**src/rtl/ram_arbiter_pkg.sv**
```systemverilog
// Shared constants and tag types for the two-port RAM arbiter.
// Owner encoding doubles as the round-robin "favoured port" value.
package ram_pkg;
    localparam int AW = 5;
    localparam int DW = 32;

    localparam logic OWN_A = 1'b0;
    localparam logic OWN_B = 1'b1;

    typedef struct packed {
        logic valid;
        logic is_read;
        logic owner;
    } tag_t;

    localparam tag_t TAG_NONE = '{valid: 1'b0, is_read: 1'b0, owner: OWN_A};
endpackage

```
**src/rtl/ram_arbiter_if.sv**
```systemverilog
// Requester A/B handshake signals plus the RAM command/data bus.
// slave = arbiter side; master = requesters and the RAM instance.
interface ram_arbiter_if;
    import ram_pkg::*;

    logic          a_req, a_we, a_gnt, a_rvalid;
    logic [AW-1:0] a_addr;
    logic [DW-1:0] a_wdata, a_rdata;

    logic          b_req, b_we, b_gnt, b_rvalid;
    logic [AW-1:0] b_addr;
    logic [DW-1:0] b_wdata, b_rdata;

    logic          ram_cen, ram_wen;
    logic [AW-1:0] ram_addr;
    logic [DW-1:0] ram_din, ram_dout;

    modport slave (
        input  a_req, a_we, a_addr, a_wdata,
        output a_gnt, a_rvalid, a_rdata,
        input  b_req, b_we, b_addr, b_wdata,
        output b_gnt, b_rvalid, b_rdata,
        output ram_cen, ram_wen, ram_addr, ram_din,
        input  ram_dout
    );

    modport master (
        output a_req, a_we, a_addr, a_wdata,
        input  a_gnt, a_rvalid, a_rdata,
        output b_req, b_we, b_addr, b_wdata,
        input  b_gnt, b_rvalid, b_rdata,
        input  ram_cen, ram_wen, ram_addr, ram_din,
        output ram_dout
    );
endinterface

```
**src/rtl/ram_arbiter_rr_arb2.sv**
```systemverilog
// Two-way round-robin arbiter: the pointer names the port that wins a tie
// and moves to the other port whenever anything is granted.
module rr_arb2
    import ram_pkg::*;
(
    input  logic       clk,
    input  logic       rst_n,
    input  logic [1:0] req_i,
    output logic [1:0] gnt_o
);
    logic ptr_q, ptr_d;

    always_comb begin
        gnt_o = 2'b00;
        ptr_d = ptr_q;
        if (req_i[0] && (!req_i[1] || ptr_q == OWN_A)) begin
            gnt_o[0] = 1'b1;
            ptr_d    = OWN_B;
        end else if (req_i[1]) begin
            gnt_o[1] = 1'b1;
            ptr_d    = OWN_A;
        end
    end

    always_ff @(posedge clk or negedge rst_n) begin
        if (!rst_n) ptr_q <= OWN_A;
        else        ptr_q <= ptr_d;
    end
endmodule

```
**src/rtl/ram_arbiter.sv**
```systemverilog
// Round-robin front end for a single-port synchronous RAM: registers the
// winning command, tracks read ownership through a 2-deep tag pipe, returns data.
module ram_arbiter
    import ram_pkg::*;
(
    input  logic          clk,
    input  logic          rst_n,
    ram_arbiter_if.slave  bus
);
    logic [1:0]    gnt;
    logic          any_gnt, sel_b, win_we;
    logic [AW-1:0] win_addr;
    logic [DW-1:0] win_wdata;

    logic          cen_q, cen_d, wen_q, wen_d;
    logic [AW-1:0] addr_q, addr_d;
    logic [DW-1:0] din_q, din_d;
    tag_t          tag1_q, tag1_d, tag2_q, tag2_d;
    logic          ret_rd;
    logic          a_rvalid_q, a_rvalid_d, b_rvalid_q, b_rvalid_d;
    logic [DW-1:0] a_rdata_q, a_rdata_d, b_rdata_q, b_rdata_d;

    rr_arb2 u_arb (
        .clk   (clk),
        .rst_n (rst_n),
        .req_i ({bus.b_req, bus.a_req}),
        .gnt_o (gnt)
    );

    assign bus.a_gnt = gnt[0];
    assign bus.b_gnt = gnt[1];

    assign any_gnt   = |gnt;
    assign sel_b     = gnt[1];
    assign win_we    = sel_b ? bus.b_we    : bus.a_we;
    assign win_addr  = sel_b ? bus.b_addr  : bus.a_addr;
    assign win_wdata = sel_b ? bus.b_wdata : bus.a_wdata;

    always_comb begin
        // addr/din hold on idle cycles so the RAM pins only toggle on real accesses
        cen_d  = any_gnt;
        wen_d  = any_gnt & win_we;
        addr_d = any_gnt ? win_addr  : addr_q;
        din_d  = any_gnt ? win_wdata : din_q;

        tag1_d.valid   = any_gnt;
        tag1_d.is_read = any_gnt & ~win_we;
        tag1_d.owner   = sel_b ? OWN_B : OWN_A;
        tag2_d         = tag1_q;

        ret_rd     = tag2_q.valid & tag2_q.is_read;
        a_rvalid_d = ret_rd & (tag2_q.owner == OWN_A);
        b_rvalid_d = ret_rd & (tag2_q.owner == OWN_B);
        a_rdata_d  = a_rvalid_d ? bus.ram_dout : a_rdata_q;
        b_rdata_d  = b_rvalid_d ? bus.ram_dout : b_rdata_q;
    end

    always_ff @(posedge clk or negedge rst_n) begin
        if (!rst_n) begin
            cen_q      <= 1'b0;
            wen_q      <= 1'b0;
            addr_q     <= '0;
            din_q      <= '0;
            tag1_q     <= TAG_NONE;
            tag2_q     <= TAG_NONE;
            a_rvalid_q <= 1'b0;
            b_rvalid_q <= 1'b0;
            a_rdata_q  <= '0;
            b_rdata_q  <= '0;
        end else begin
            cen_q      <= cen_d;
            wen_q      <= wen_d;
            addr_q     <= addr_d;
            din_q      <= din_d;
            tag1_q     <= tag1_d;
            tag2_q     <= tag2_d;
            a_rvalid_q <= a_rvalid_d;
            b_rvalid_q <= b_rvalid_d;
            a_rdata_q  <= a_rdata_d;
            b_rdata_q  <= b_rdata_d;
        end
    end

    assign bus.ram_cen  = cen_q;
    assign bus.ram_wen  = wen_q;
    assign bus.ram_addr = addr_q;
    assign bus.ram_din  = din_q;
    assign bus.a_rvalid = a_rvalid_q;
    assign bus.a_rdata  = a_rdata_q;
    assign bus.b_rvalid = b_rvalid_q;
    assign bus.b_rdata  = b_rdata_q;
endmodule

```
**src/flat_wrapper.sv**
```systemverilog
// flat-port wrapper written by rule: the top's interface ports become plain ports
module ram_arbiter_flat import ram_pkg::*;
  (clk, rst_n, bus_a_req, bus_a_we, bus_a_addr, bus_a_wdata, bus_a_gnt, bus_a_rvalid, bus_a_rdata, bus_b_req, bus_b_we, bus_b_addr, bus_b_wdata, bus_b_gnt, bus_b_rvalid, bus_b_rdata, bus_ram_cen, bus_ram_wen, bus_ram_addr, bus_ram_din, bus_ram_dout);
  ram_arbiter_if bus_i ();
  input  logic clk;
  input  logic rst_n;
  input wire logic [$bits(bus_i.a_req)-1:0] bus_a_req;
  input wire logic [$bits(bus_i.a_we)-1:0] bus_a_we;
  input wire logic [$bits(bus_i.a_addr)-1:0] bus_a_addr;
  input wire logic [$bits(bus_i.a_wdata)-1:0] bus_a_wdata;
  output wire logic [$bits(bus_i.a_gnt)-1:0] bus_a_gnt;
  output wire logic [$bits(bus_i.a_rvalid)-1:0] bus_a_rvalid;
  output wire logic [$bits(bus_i.a_rdata)-1:0] bus_a_rdata;
  input wire logic [$bits(bus_i.b_req)-1:0] bus_b_req;
  input wire logic [$bits(bus_i.b_we)-1:0] bus_b_we;
  input wire logic [$bits(bus_i.b_addr)-1:0] bus_b_addr;
  input wire logic [$bits(bus_i.b_wdata)-1:0] bus_b_wdata;
  output wire logic [$bits(bus_i.b_gnt)-1:0] bus_b_gnt;
  output wire logic [$bits(bus_i.b_rvalid)-1:0] bus_b_rvalid;
  output wire logic [$bits(bus_i.b_rdata)-1:0] bus_b_rdata;
  output wire logic [$bits(bus_i.ram_cen)-1:0] bus_ram_cen;
  output wire logic [$bits(bus_i.ram_wen)-1:0] bus_ram_wen;
  output wire logic [$bits(bus_i.ram_addr)-1:0] bus_ram_addr;
  output wire logic [$bits(bus_i.ram_din)-1:0] bus_ram_din;
  input wire logic [$bits(bus_i.ram_dout)-1:0] bus_ram_dout;
  assign bus_i.a_req = bus_a_req;
  assign bus_i.a_we = bus_a_we;
  assign bus_i.a_addr = bus_a_addr;
  assign bus_i.a_wdata = bus_a_wdata;
  assign bus_a_gnt = bus_i.a_gnt;
  assign bus_a_rvalid = bus_i.a_rvalid;
  assign bus_a_rdata = bus_i.a_rdata;
  assign bus_i.b_req = bus_b_req;
  assign bus_i.b_we = bus_b_we;
  assign bus_i.b_addr = bus_b_addr;
  assign bus_i.b_wdata = bus_b_wdata;
  assign bus_b_gnt = bus_i.b_gnt;
  assign bus_b_rvalid = bus_i.b_rvalid;
  assign bus_b_rdata = bus_i.b_rdata;
  assign bus_ram_cen = bus_i.ram_cen;
  assign bus_ram_wen = bus_i.ram_wen;
  assign bus_ram_addr = bus_i.ram_addr;
  assign bus_ram_din = bus_i.ram_din;
  assign bus_i.ram_dout = bus_ram_dout;
  ram_arbiter u_core (.clk(clk), .rst_n(rst_n), .bus(bus_i));
endmodule
```
**config.mk**
```make
export PLATFORM = sky130hd
export DESIGN_NAME = ram_arbiter_flat
export DESIGN_NICKNAME = d
export VERILOG_FILES = /design/src/rtl/ram_arbiter_pkg.sv /design/src/rtl/ram_arbiter_if.sv /design/src/rtl/ram_arbiter_rr_arb2.sv /design/src/rtl/ram_arbiter.sv /design/src/flat_wrapper.sv
export SDC_FILE = /design/constraint.sdc
export NUM_CORES = 1
export LEC_CHECK = 0
export ABC_AREA = 1
export ABC_CLOCK_PERIOD_IN_PS = 1890
export CELL_PAD_IN_SITES_DETAIL_PLACEMENT = 1
export CELL_PAD_IN_SITES_GLOBAL_PLACEMENT = 1
export CORE_MARGIN = 5
export CORE_UTILIZATION = 30
export CTS_CLUSTER_SIZE = 10
export DETAILED_ROUTE_END_ITERATION = 16
export PLACE_DENSITY = 0.79
export SLEW_MARGIN = 10
export SYNTH_ARGS = -nofsm -noshare
export SYNTH_HDL_FRONTEND = slang
export SYNTH_SLANG_ARGS = --single-unit
```
**constraint.sdc**
```tcl
create_clock -name clk -period 1.89 [get_ports clk]
set_clock_uncertainty 0.15 [all_clocks]
set_input_delay 0.378 -clock clk [delete_from_list [all_inputs] [get_ports clk]]
set_output_delay 0.378 -clock clk [all_outputs]
set_load 0.005 [all_outputs]
```
==> results of run 1 <==
metrics by stage:
step,total power [mW],utilization
after floorplan,3.83,-
after global placement,5.27,0.463
after detailed placement,5.37,0.463
after CTS,7.29,0.483
after global routing,7.58,0.483
final,7.15,0.483
final cells by class:
| class | instances | area share |
|---|---|---|
| multi-input combinational | 296 | 0.210 |
| timing repair buffer | 230 | 0.316 |
| clock buffer | 11 | 0.0343 |
| sequential | 111 | 0.377 |
| tap | 211 | 0.0358 |
| inverter | 42 | 0.0217 |
| clock inverter | 5 | 0.00526 |
| antenna | 1 | 0.000340 |
worst register-to-register path: cells and delay by family (launching register included):
family | cells | cell delay [ns]
buffers and inverters | 2 | 0.44
flip-flops | 1 | 0.44
AND/OR/NAND/NOR | 4 | 0.47
power groups by stage:
stage | clock [mW] | combinational (mW) | sequential [mW]
after global routing | 2.02 | 2.32 | 3.24
final | 1.86 | 2.12 | 3.17
after floorplan | 0 | 0.627 | 3.21
after global placement | 0 | 2.08 | 3.18
after detailed placement | 0 | 2.16 | 3.22
after CTS | 1.94 | 2.17 | 3.18
what timing repair did:
| action | CTS | global route |
|---|---|---|
| endpoints found under the setup margin | 2 | 0 |
| endpoints found under the hold margin | 20 | 0 |
| hold buffers | 1 | 0 |
| resized for setup | 4 | 0 |
cells in the final DEF (no fill, tap or decap), drive strengths merged:
cell type / n
nand2: 115
nand3b: 2
dfrtp: 111
nand3: 111
clkdlybuf4s50: 213
inv: 44
dlygate4sd2: 3
buf: 13
clkinv: 2
diode: 1
dlygate4sd3: 1
o21ai: 65
clkinvlp: 1
clkbuf: 11
nor2: 3
state kept, by name, indices dropped and copies added (netlist names):
name	cells
u_core.bus.a_rdata	32
u_core.bus.a_rvalid	1
u_core.bus.b_rdata	32
u_core.bus.b_rvalid	1
u_core.bus.ram_addr	5
u_core.bus.ram_cen	1
u_core.bus.ram_din	32
u_core.bus.ram_wen	1
u_core.tag1_q	2
u_core.tag2_q	3
u_core.u_arb.ptr_q	1
layer usage:
layer,up-vias,GRT usage,share of wire,wire [µm]
met4,2,0.0582,0.021,316
met3,17,0.0732,0.11,1670
li1,1982,-,-,-
met2,173,0.271,0.46,6980
met5,-,0,0.00085,13
met1,2000,0.202,0.41,6260
path summary, 6_finish.rpt:
kind | startpoint | to | cells after the start
max | u_core.u_arb.ptr_q | bus_b_gnt | 3
min | u_core.tag1_q[1] | u_core.tag2_q[1] | 0
max reg2reg | u_core.u_arb.ptr_q | u_core.bus.ram_din[26] | 6
min reg2reg | u_core.tag1_q[1] | u_core.tag2_q[1] | 0
max in group asynchronous | rst_n | u_core.bus.ram_din[26] | 3
min in group asynchronous | rst_n | u_core.bus.b_rdata[9] | 2
kinds of logic (layout without fill, tap and decap cells):
logic type	Yosys count	in the layout	synth area share
other cells	0	1	0
compound gates	65	65	0.0692
flops	111	111	0.591
simple gates	231	231	0.257
buf+inv	75	288	0.0831
==> results by group, run 1 <==
Layout
  – Cell area after layout: 7370 µm²
  – Fillers: 1,732
  – Final-stage net count: 802
  – Area of the multi-input gates: 1550 µm²
  – Area growth from synthesis to final layout: 56.8%
  – Layout Cells excl Fill: 907
  – Reg area: 2780 µm²
  – Fraction of layout cells with a size suffix above 1: 0.104

Drt
  – Via/cell ratio: 4.60
  – Final ANT Viol Nets: 0
  – First-pass DRT Iterations: 4
  – Remaining DRCs: 0
  – DRT Wirelength: 15,200 µm
  – Initial DRC Count: 185
  – Routed len/inst: 16.8 µm
  – Vias: 4,174

GRT
  – Global route overflow: 0
  – GRT Resource Usage Total: 0.168
  – Vias in the first global route: 4,667
  – Antenna violations before repair: 2
  – Largest net degree at the start of global routing: 71
  – First-pass GRT wire length: 24,500 µm

Setup path
  – CP arrival: 1.30 ns
  – CP Capture Type: output port
  – Worst Path Buf+Inv: 2
  – Critical Path Max Stage Delay: 0.44 ns
  – Crit path launch type: flop
  – Critical Setup Path Class: flop to output port
  – R2R setup slack: 0.33 ns
  – CP max-delay cell: dfrtp_1
  – Critical path's top delay family: flip-flops
  – CP Cell Sequence: o21ai_2 > inv_1 > dlygate4sd2_1
  – CP Max Fanout: 3
  – Worst Path Required: 1.36 ns

Timing
  – Setup TNS: 0 ns
  – Fin crit share: 0.965
  – Minimum clock period: 1.82 ns
  – Rel. slew slack: 0.462
  – Final WS setup: 0.0657 ns
  – WHS: 0.199 ns
  – Slew Limit Fails: 0
  – Setup violators final: 0
  – Slew @ Worst Pin: 0.807 ns
  – Fmax: 0.548 GHz
  – Unrepaired setup endpoints after global routing: false
  – Hold Violations, Final: 0

Pwr
  – Switch share: 0.282
  – NetSw: 2.02 mW
  – Clock power frac: 0.261
  – Internal Power: 5.14 mW
  – Leakage power: 3.34 nW
  – Peak VDD IR: 412 µV
  – Power per cell area: 971 nW/µm²
  – Share of total power in sequential cells: 0.444
  – Combinational group share of total power: 0.296

CTS
  – Clock Latency Late Sink: 0.34 ns
  – Max Buffers Root-to-Sink: 2
  – TritonCTS Buffers: 9
  – CTS root buffer: clkbuf_16
  – H-tree depth: 3
  – Setup repair bufs after CTS: 0
  – TritonCTS clock tree: built
  – Clock slew at reported path FFs: 0.07 ns
  – Clock Sinks: 111

Logic synthesis
  – Seq/Total Area, Yosys: 0.591
  – Syn Area/Cell: 9.75 µm²
  – Top-count cell post-synth: nand2_1
  – Cells after synthesis: 482
  – Synth Warn #: 0
  – Synth top cells by count: nand2_1 (113), dfrtp_1 (111), nand3_1 (77), o21ai_1 (65), inv_1 (39)
  – Number of synthesized flops with an enable pin: 0
  – Synth Register Bits: 111
  – Synthesized net count: 594
  – Netlist cell types: 17
  – Async S/R FF share, synth: 1.00
  – Area contributors post-synth: dfrtp_1 (59%), nand2_1 (9.0%), nand3_1 (8.2%)
  – Synth area leader: dfrtp_1
  – Synth top area share: 0.591
  – Cell area after synthesis: 4700 µm²
  – Ys flop type: dfrtp_1

Flow run
  – Max-cap violations: 0

Die
  – Row count: 45
  – Die height: 135 µm
  – IO Count: 219
  – Die Wd: 135 µm
  – Total core area: 15,300 µm²
  – Initial Util: 0.308
  – Die Area: 18,300 µm²

Place
  – Final GP Congestion: 0.782
  – Placed cell areas: 7060 µm²
  – HPWL after DPL: 11,500 µm
  – Pre-CTS WS: -0.315 ns
  – Inst Count DP: 889
  – Port Buffer Count: 218

Status
  – Outcome: complete, no violations

Min path
  – Worst min-delay path category: flop to flop
Note: power is estimated with default switching activity, not from simulation.
==> inputs of run 2 (changes only) <==
--- a/config.mk
+++ b/config.mk
@@ -13,7 +13,8 @@
 export CORE_UTILIZATION = 30
 export CTS_CLUSTER_SIZE = 10
 export DETAILED_ROUTE_END_ITERATION = 16
-export PLACE_DENSITY = 0.79
+export PLACE_DENSITY_LB_ADDON = 0.2
+export RECOVER_POWER = 50
 export SLEW_MARGIN = 10
 export SYNTH_ARGS = -nofsm -noshare
 export SYNTH_HDL_FRONTEND = slang
==> run 2 against run 1 <==
- cell count up 0.44%
- sequential power about the same
- global-route usage fell by 0.095 points
- die area is the same
- non-clock buffer count up 5
- clock-buffer cell count stayed put
- sequential cell count unchanged
- worst setup slack improved by 0.0061 ns
- maximum frequency is 0.33% higher
- worst hold slack better by 0.021 ns
- critical path depth rose by 2
- critical endpoint is now bus_a_gnt
==> results by group, run 2 (synthesis gave the netlist of run 1 again) <==
CTS
  – Clock Sinks: 111 (unchanged)
  – Clock Latency Late Sink: 0.34 ns (about the same)
  – CTS root buffer: clkbuf_16 (unchanged)
  – TritonCTS clock tree: built (unchanged)
  – Max Buffers Root-to-Sink: 2 (unchanged)
  – H-tree depth: 3 (unchanged)
  – TritonCTS Buffers: 9 (unchanged)
  – Clock slew at reported path FFs: 0.07 ns (about the same)

Timing
  – Fin crit share: 0.962 (was 0.965)
  – Slew Limit Fails: 0 (unchanged)
  – Hold Violations, Final: 0 (unchanged)
  – Slew @ Worst Pin: 0.803 ns (was 0.807 ns)
  – Minimum clock period: 1.82 ns (about the same)
  – WHS: 0.220 ns (was 0.199 ns)
  – Unrepaired setup endpoints after global routing: false (unchanged)
  – Rel. slew slack: 0.464 (was 0.462)
  – Fmax: 0.550 GHz (was 0.548 GHz)
  – Final WS setup: 0.0718 ns (was 0.0657 ns)
  – Setup TNS: 0 ns (unchanged)
  – Setup violators final: 0 (unchanged)

Drt
  – First-pass DRT Iterations: 4 (unchanged)
  – Routed len/inst: 16.3 µm (was 16.8 µm)
  – Initial DRC Count: 126 (was 185)
  – Remaining DRCs: 0 (unchanged)
  – Vias: 4,110 (was 4,174)
  – Final ANT Viol Nets: 0 (unchanged)
  – DRT Wirelength: 14,800 µm (was 15,200 µm)
  – Via/cell ratio: 4.51 (was 4.60)

Die
  – Total core area: 15,300 µm² (unchanged)
  – Die height: 135 µm (unchanged)
  – Initial Util: 0.308 (unchanged)
  – Die Wd: 135 µm (unchanged)
  – Die Area: 18,300 µm² (unchanged)
  – IO Count: 219 (unchanged)
  – Row count: 45 (unchanged)

Layout
  – Area growth from synthesis to final layout: 56.8% (about the same)
  – Layout Cells excl Fill: 911 (was 907)
  – Most frequent cells in the layout: clkdlybuf4s50_1 (213), nand2_1 (113), dfrtp_1 (111) (unchanged)
  – Final-stage net count: 807 (was 802)
  – Commonest non-fill, non-tap cell in the layout: clkdlybuf4s50_1 (unchanged)
  – N_diodes: 0 (was 1)
  – Cell area after layout: 7370 µm² (about the same)
  – Fraction of layout cells with a size suffix above 1: 0.107 (was 0.104)
  – Fin util: 0.483 (about the same)

GRT
  – Largest net degree at the start of global routing: 67 (was 71)
  – Antenna violations before repair: 0 (was 2)
  – First-pass GRT wire length: 24,400 µm (was 24,500 µm)
  – Vias in the first global route: 4,625 (was 4,667)
  – GRT Resource Usage Total: 0.167 (was 0.168)
  – Global route overflow: 0 (unchanged)

Min path
  – Worst min-delay path category: primary input to flop (was flop to flop)

Setup path
  – Worst Path Required: 1.36 ns (about the same)
  – Crit path launch type: flop (unchanged)
  – Critical Setup Path Class: flop to output port (unchanged)
  – CP Max Fanout: 2 (was 3)
  – CP arrival: 1.29 ns (was 1.30 ns)
  – CP Capture Type: output port (unchanged)

Status
  – Outcome: complete, no violations (unchanged)

Flow run
  – Max-cap violations: 0 (unchanged)

Place
  – Inst Count DP: 892 (was 889)
  – HPWL after DPL: 11,000 µm (was 11,500 µm)
  – Port Buffer Count: 218 (unchanged)
  – Placed cell areas: 7100 µm² (was 7060 µm²)
  – Final GP Congestion: 0.766 (was 0.782)
  – Pre-CTS WS: -0.284 ns (was -0.315 ns)

Pwr
  – Power per cell area: 959 nW/µm² (was 971 nW/µm²)
  – Peak VDD IR: 406 µV (was 412 µV)
  – Leakage power: 3.34 nW (about the same)
  – Pwr Total: 7.07 mW (was 7.15 mW)
run 2: critical path, stage by stage, from the launching register on:
cell and delay, ns:
dfrtp_1 0.41, buf_4 0.16, nand2_4 0.06, nand2_4 0.05, inv_4 0.05, clkdlybuf4s15_1 0.20
run 2: what timing repair did:
action,CTS,global route
hold endpoints to repair,24,0
buffers inserted,2,0
gates resized for setup,4,1
pin swaps,2,0
setup endpoints to repair,2,1
hold buffers,1,0
run 2: cell type report:
class,instances,area [µm²]
Multi-Input combinational cell,296,1550
Fill cell,1739,7890
Timing Repair Buffer,235,2340
Clock inverter,5,41.3
Tap cell,211,264
Sequential cell,111,2780
Inverter,42,160
Clock buffer,11,243
run 2: routing by layer:
layer  routed length, µm  vias to the layer above  share of wire  track usage
met5                   0                        -              0            0
met4                 147                        0         0.0099       0.0454
met3                1550                        9           0.10       0.0728
met2                7160                      140           0.48        0.279
met1                5980                     1972           0.40        0.198
li1                    -                     1989              -            -
run 2: final timing paths:
path / slack [ns] / startpoint / endpoint / depth (start not counted)
max: 0.07 / u_core.u_arb.ptr_q / bus_a_gnt / 5
min: 0.22 / bus_b_req / u_core.tag1_q[0] / 3
max reg2reg: 0.23 / u_core.u_arb.ptr_q / u_core.bus.ram_din[22] / 7
min reg2reg: 0.22 / u_core.tag1_q[0] / u_core.tag2_q[0] / 0
max in group asynchronous: 0.30 / rst_n / u_core.bus.ram_din[27] / 3
min in group asynchronous: 0.44 / rst_n / u_core.bus.a_rdata[5] / 2
run 2: power breakdown:
part           switching [mW]  internal, mW  leakage, nW
Combinational           0.818          1.28         1.85
Sequential              0.284          2.86         1.36
Clock                   0.883         0.944        0.133
==> inputs of run 3 (changes only) <==
--- a/config.mk
+++ b/config.mk
@@ -6,9 +6,10 @@
 export NUM_CORES = 1
 export LEC_CHECK = 0
 export ABC_AREA = 1
-export ABC_CLOCK_PERIOD_IN_PS = 1890
+export ABC_CLOCK_PERIOD_IN_PS = 1900
 export CELL_PAD_IN_SITES_DETAIL_PLACEMENT = 1
 export CELL_PAD_IN_SITES_GLOBAL_PLACEMENT = 1
+export CORE_ASPECT_RATIO = 0.5
 export CORE_MARGIN = 5
 export CORE_UTILIZATION = 30
 export CTS_CLUSTER_SIZE = 10
==> constraint.sdc (replaced) <==
create_clock -name clk -period 1.9 [get_ports clk]
set_clock_uncertainty 0.15 [all_clocks]
set_input_delay 0.38 -clock clk [delete_from_list [all_inputs] [get_ports clk]]
set_output_delay 0.38 -clock clk [all_outputs]
set_load 0.005 [all_outputs]
==> run 3 against run 2 <==
- combinational power is 2% lower
- via count is 0.85% lower
- clock power is 11% higher
- critical endpoint unchanged
- largest cell class unchanged
- largest power group unchanged
- highest routed layer unchanged
==> results by group, run 3 (synthesis gave the netlist of run 1 again) <==
Layout
  – Fillers: 1,732 (was 1,739)
  – Fraction of layout cells with a size suffix above 1: 0.107 (about the same)
  – Area growth from synthesis to final layout: 56.4% (was 56.8%)
  – Commonest non-fill, non-tap cell in the layout: clkdlybuf4s50_1 (unchanged)
  – Most frequent cells in the layout: clkdlybuf4s50_1 (213), nand2_1 (113), dfrtp_1 (110) (was clkdlybuf4s50_1 (213), nand2_1 (113), dfrtp_1 (111))
  – N_diodes: 0 (unchanged)
  – Cell area after layout: 7350 µm² (was 7370 µm²)
  – Final-stage net count: 805 (was 807)

Status
  – Outcome: complete, no violations (unchanged)

Min path
  – Worst min-delay path startpoint: bus_b_req (unchanged)
  – Worst min-delay path category: primary input to flop (unchanged)

Timing
  – WHS: 0.184 ns (was 0.220 ns)
  – Slew @ Worst Pin: 0.810 ns (was 0.803 ns)
  – Minimum clock period: 1.78 ns
  – Fin crit share: 0.939
  – Setup TNS: 0 ns (unchanged)
  – Rel. slew slack: 0.460 (was 0.464)
  – Setup violators final: 0 (unchanged)
  – Final WS setup: 0.117 ns (was 0.0718 ns)
  – Hold Violations, Final: 0 (unchanged)
  – Fmax: 0.561 GHz
  – Slew Limit Fails: 0 (unchanged)
  – Unrepaired setup endpoints after global routing: false (unchanged)

CTS
  – CTS root buffer: clkbuf_16 (unchanged)
  – TritonCTS clock tree: built (unchanged)
  – Clock slew at reported path FFs: 0.07 ns (about the same)
  – H-tree depth: 3 (unchanged)
  – Max Buffers Root-to-Sink: 2 (unchanged)
  – Clock Sinks: 111 (unchanged)
  – TritonCTS Buffers: 9 (unchanged)
  – Clock Latency Late Sink: 0.34 ns (about the same)

Setup path
  – Worst R2R Start: u_core.u_arb.ptr_q (unchanged)
  – CP arrival: 1.25 ns (was 1.29 ns)
  – CP Max Fanout: 3 (was 2)
  – Critical Setup Path Class: flop to output port (unchanged)
  – Worst Path Required: 1.37 ns (was 1.36 ns)
  – Crit path launch type: flop (unchanged)
  – CP Capture Type: output port (unchanged)
  – CP Launch Point: u_core.u_arb.ptr_q (unchanged)
  – R2R setup slack: 0.25 ns (was 0.23 ns)

Place
  – Placed cell areas: 7060 µm² (was 7100 µm²)
  – Final GP Congestion: 0.740 (was 0.766)
  – Port Buffer Count: 218 (unchanged)
  – Pre-CTS WS: -0.325 ns (was -0.284 ns)
  – HPWL after DPL: 10,500 µm (was 11,000 µm)

Drt
  – First-pass DRT Iterations: 5 (was 4)
  – Remaining DRCs: 0 (unchanged)
  – Met3 wire len: 1160 µm (was 1550 µm)
  – Via/cell ratio: 4.52 (was 4.51)
  – DR WL met2: 7160 µm (about the same)
  – Top Metal Used: met4 (unchanged)
  – Initial DRC Count: 148 (was 126)
  – Final ANT Viol Nets: 0 (unchanged)
  – Wl on met1: 5870 µm (was 5980 µm)
  – DRT Wirelength: 14,300 µm (was 14,800 µm)
  – Vias: 4,075 (was 4,110)
  – Routed len/inst: 15.8 µm (was 16.3 µm)

Pwr
  – NetSw: 2.02 mW (was 1.98 mW)
  – Leakage power: 3.35 nW (was 3.34 nW)
  – Share of total power in sequential cells: 0.434 (was 0.445)
  – Combinational group share of total power: 0.284 (was 0.296)
  – Switch share: 0.281 (about the same)
  – Internal Power: 5.17 mW (was 5.09 mW)
  – Peak VDD IR: 508 µV (was 406 µV)
  – Pwr Total: 7.20 mW (was 7.07 mW)
  – Clock power frac: 0.282 (was 0.258)
  – Power per cell area: 979 nW/µm² (was 959 nW/µm²)

Die
  – Die Wd: 187 µm (was 135 µm)
  – Initial Util: 0.306 (was 0.308)
  – Die Area: 18,400 µm² (was 18,300 µm²)
  – Die height: 98.5 µm (was 135 µm)
  – Total core area: 15,400 µm² (was 15,300 µm²)
  – IO Count: 219 (unchanged)
  – Row count: 32 (was 45)

GRT
  – Antenna violations before repair: 0 (unchanged)
  – Largest net degree at the start of global routing: 64 (was 67)
  – Global route overflow: 0 (unchanged)
  – GRT Resource Usage Total: 0.155 (was 0.167)
  – Vias in the first global route: 4,444 (was 4,625)
  – First-pass GRT wire length: 23,500 µm (was 24,400 µm)

Flow run
  – Max-cap violations: 0 (unchanged)
## run 3: cell type report
class	count	area, µm²	area share
well taps	204	255	0.0347
repair buffers	233	2300	0.312
clock inverters	7	95.1	0.0129
clock buffers	9	225	0.0306
flip-flops and latches	111	2780	0.378
inverters	42	160	0.0218
multi-input cells	296	1540	0.210
## run 3: power groups by stage
| stage | Combinational (mW) | Sequential, mW | Clock, mW |
|---|---|---|---|
| 4_1_cts | 2.15 | 3.14 | 2.10 |
| 3_5_place_dp | 2.14 | 3.17 | 0 |
| 2_1_floorplan | 0.624 | 3.19 | 0 |
| 3_3_place_gp | 2.10 | 3.15 | 0 |
| 6_report | 2.04 | 3.12 | 2.03 |
| 5_1_grt | 2.26 | 3.19 | 2.19 |
## run 3: layer usage
layer  GRT usage  vias to the layer above
li1            -                     1989
met5           0                        -
met1       0.186                     1970
met3      0.0648                        9
met4      0.0261                        0
met2       0.269                      107
## run 3: worst paths after layout
kind | endpoint | depth (start not counted)
max | bus_a_gnt | 4
min | u_core.tag1_q[0] | 3
max reg2reg | u_core.bus.ram_addr[4] | 6
min reg2reg | u_core.tag2_q[1] | 0
max in group asynchronous | u_core.bus.ram_din[8] | 3
min in group asynchronous | u_core.bus.ram_din[9] | 2
## run 3: metrics by stage
stage,util,cells
finish,0.478,902
global route,0.478,902
CTS,0.481,902
detailed placement,0.459,885
global placement,0.459,885
floorplan,-,482
## run 3: worst max-delay path, cell delays in order, from the launching register on
cell and delay [ns]:
dfrtp_2 0.45, nand2_4 0.10, nand2_4 0.05, inv_4 0.05, dlygate4sd2_1 0.27
## run 3: what timing repair did
item / in CTS / in global routing
gates resized for setup: 5 / 0
hold buffers: 1 / 0
endpoints found under the setup margin: 2 / 0
buffers inserted: 0 / 0
hold endpoints to repair: 27 / 0
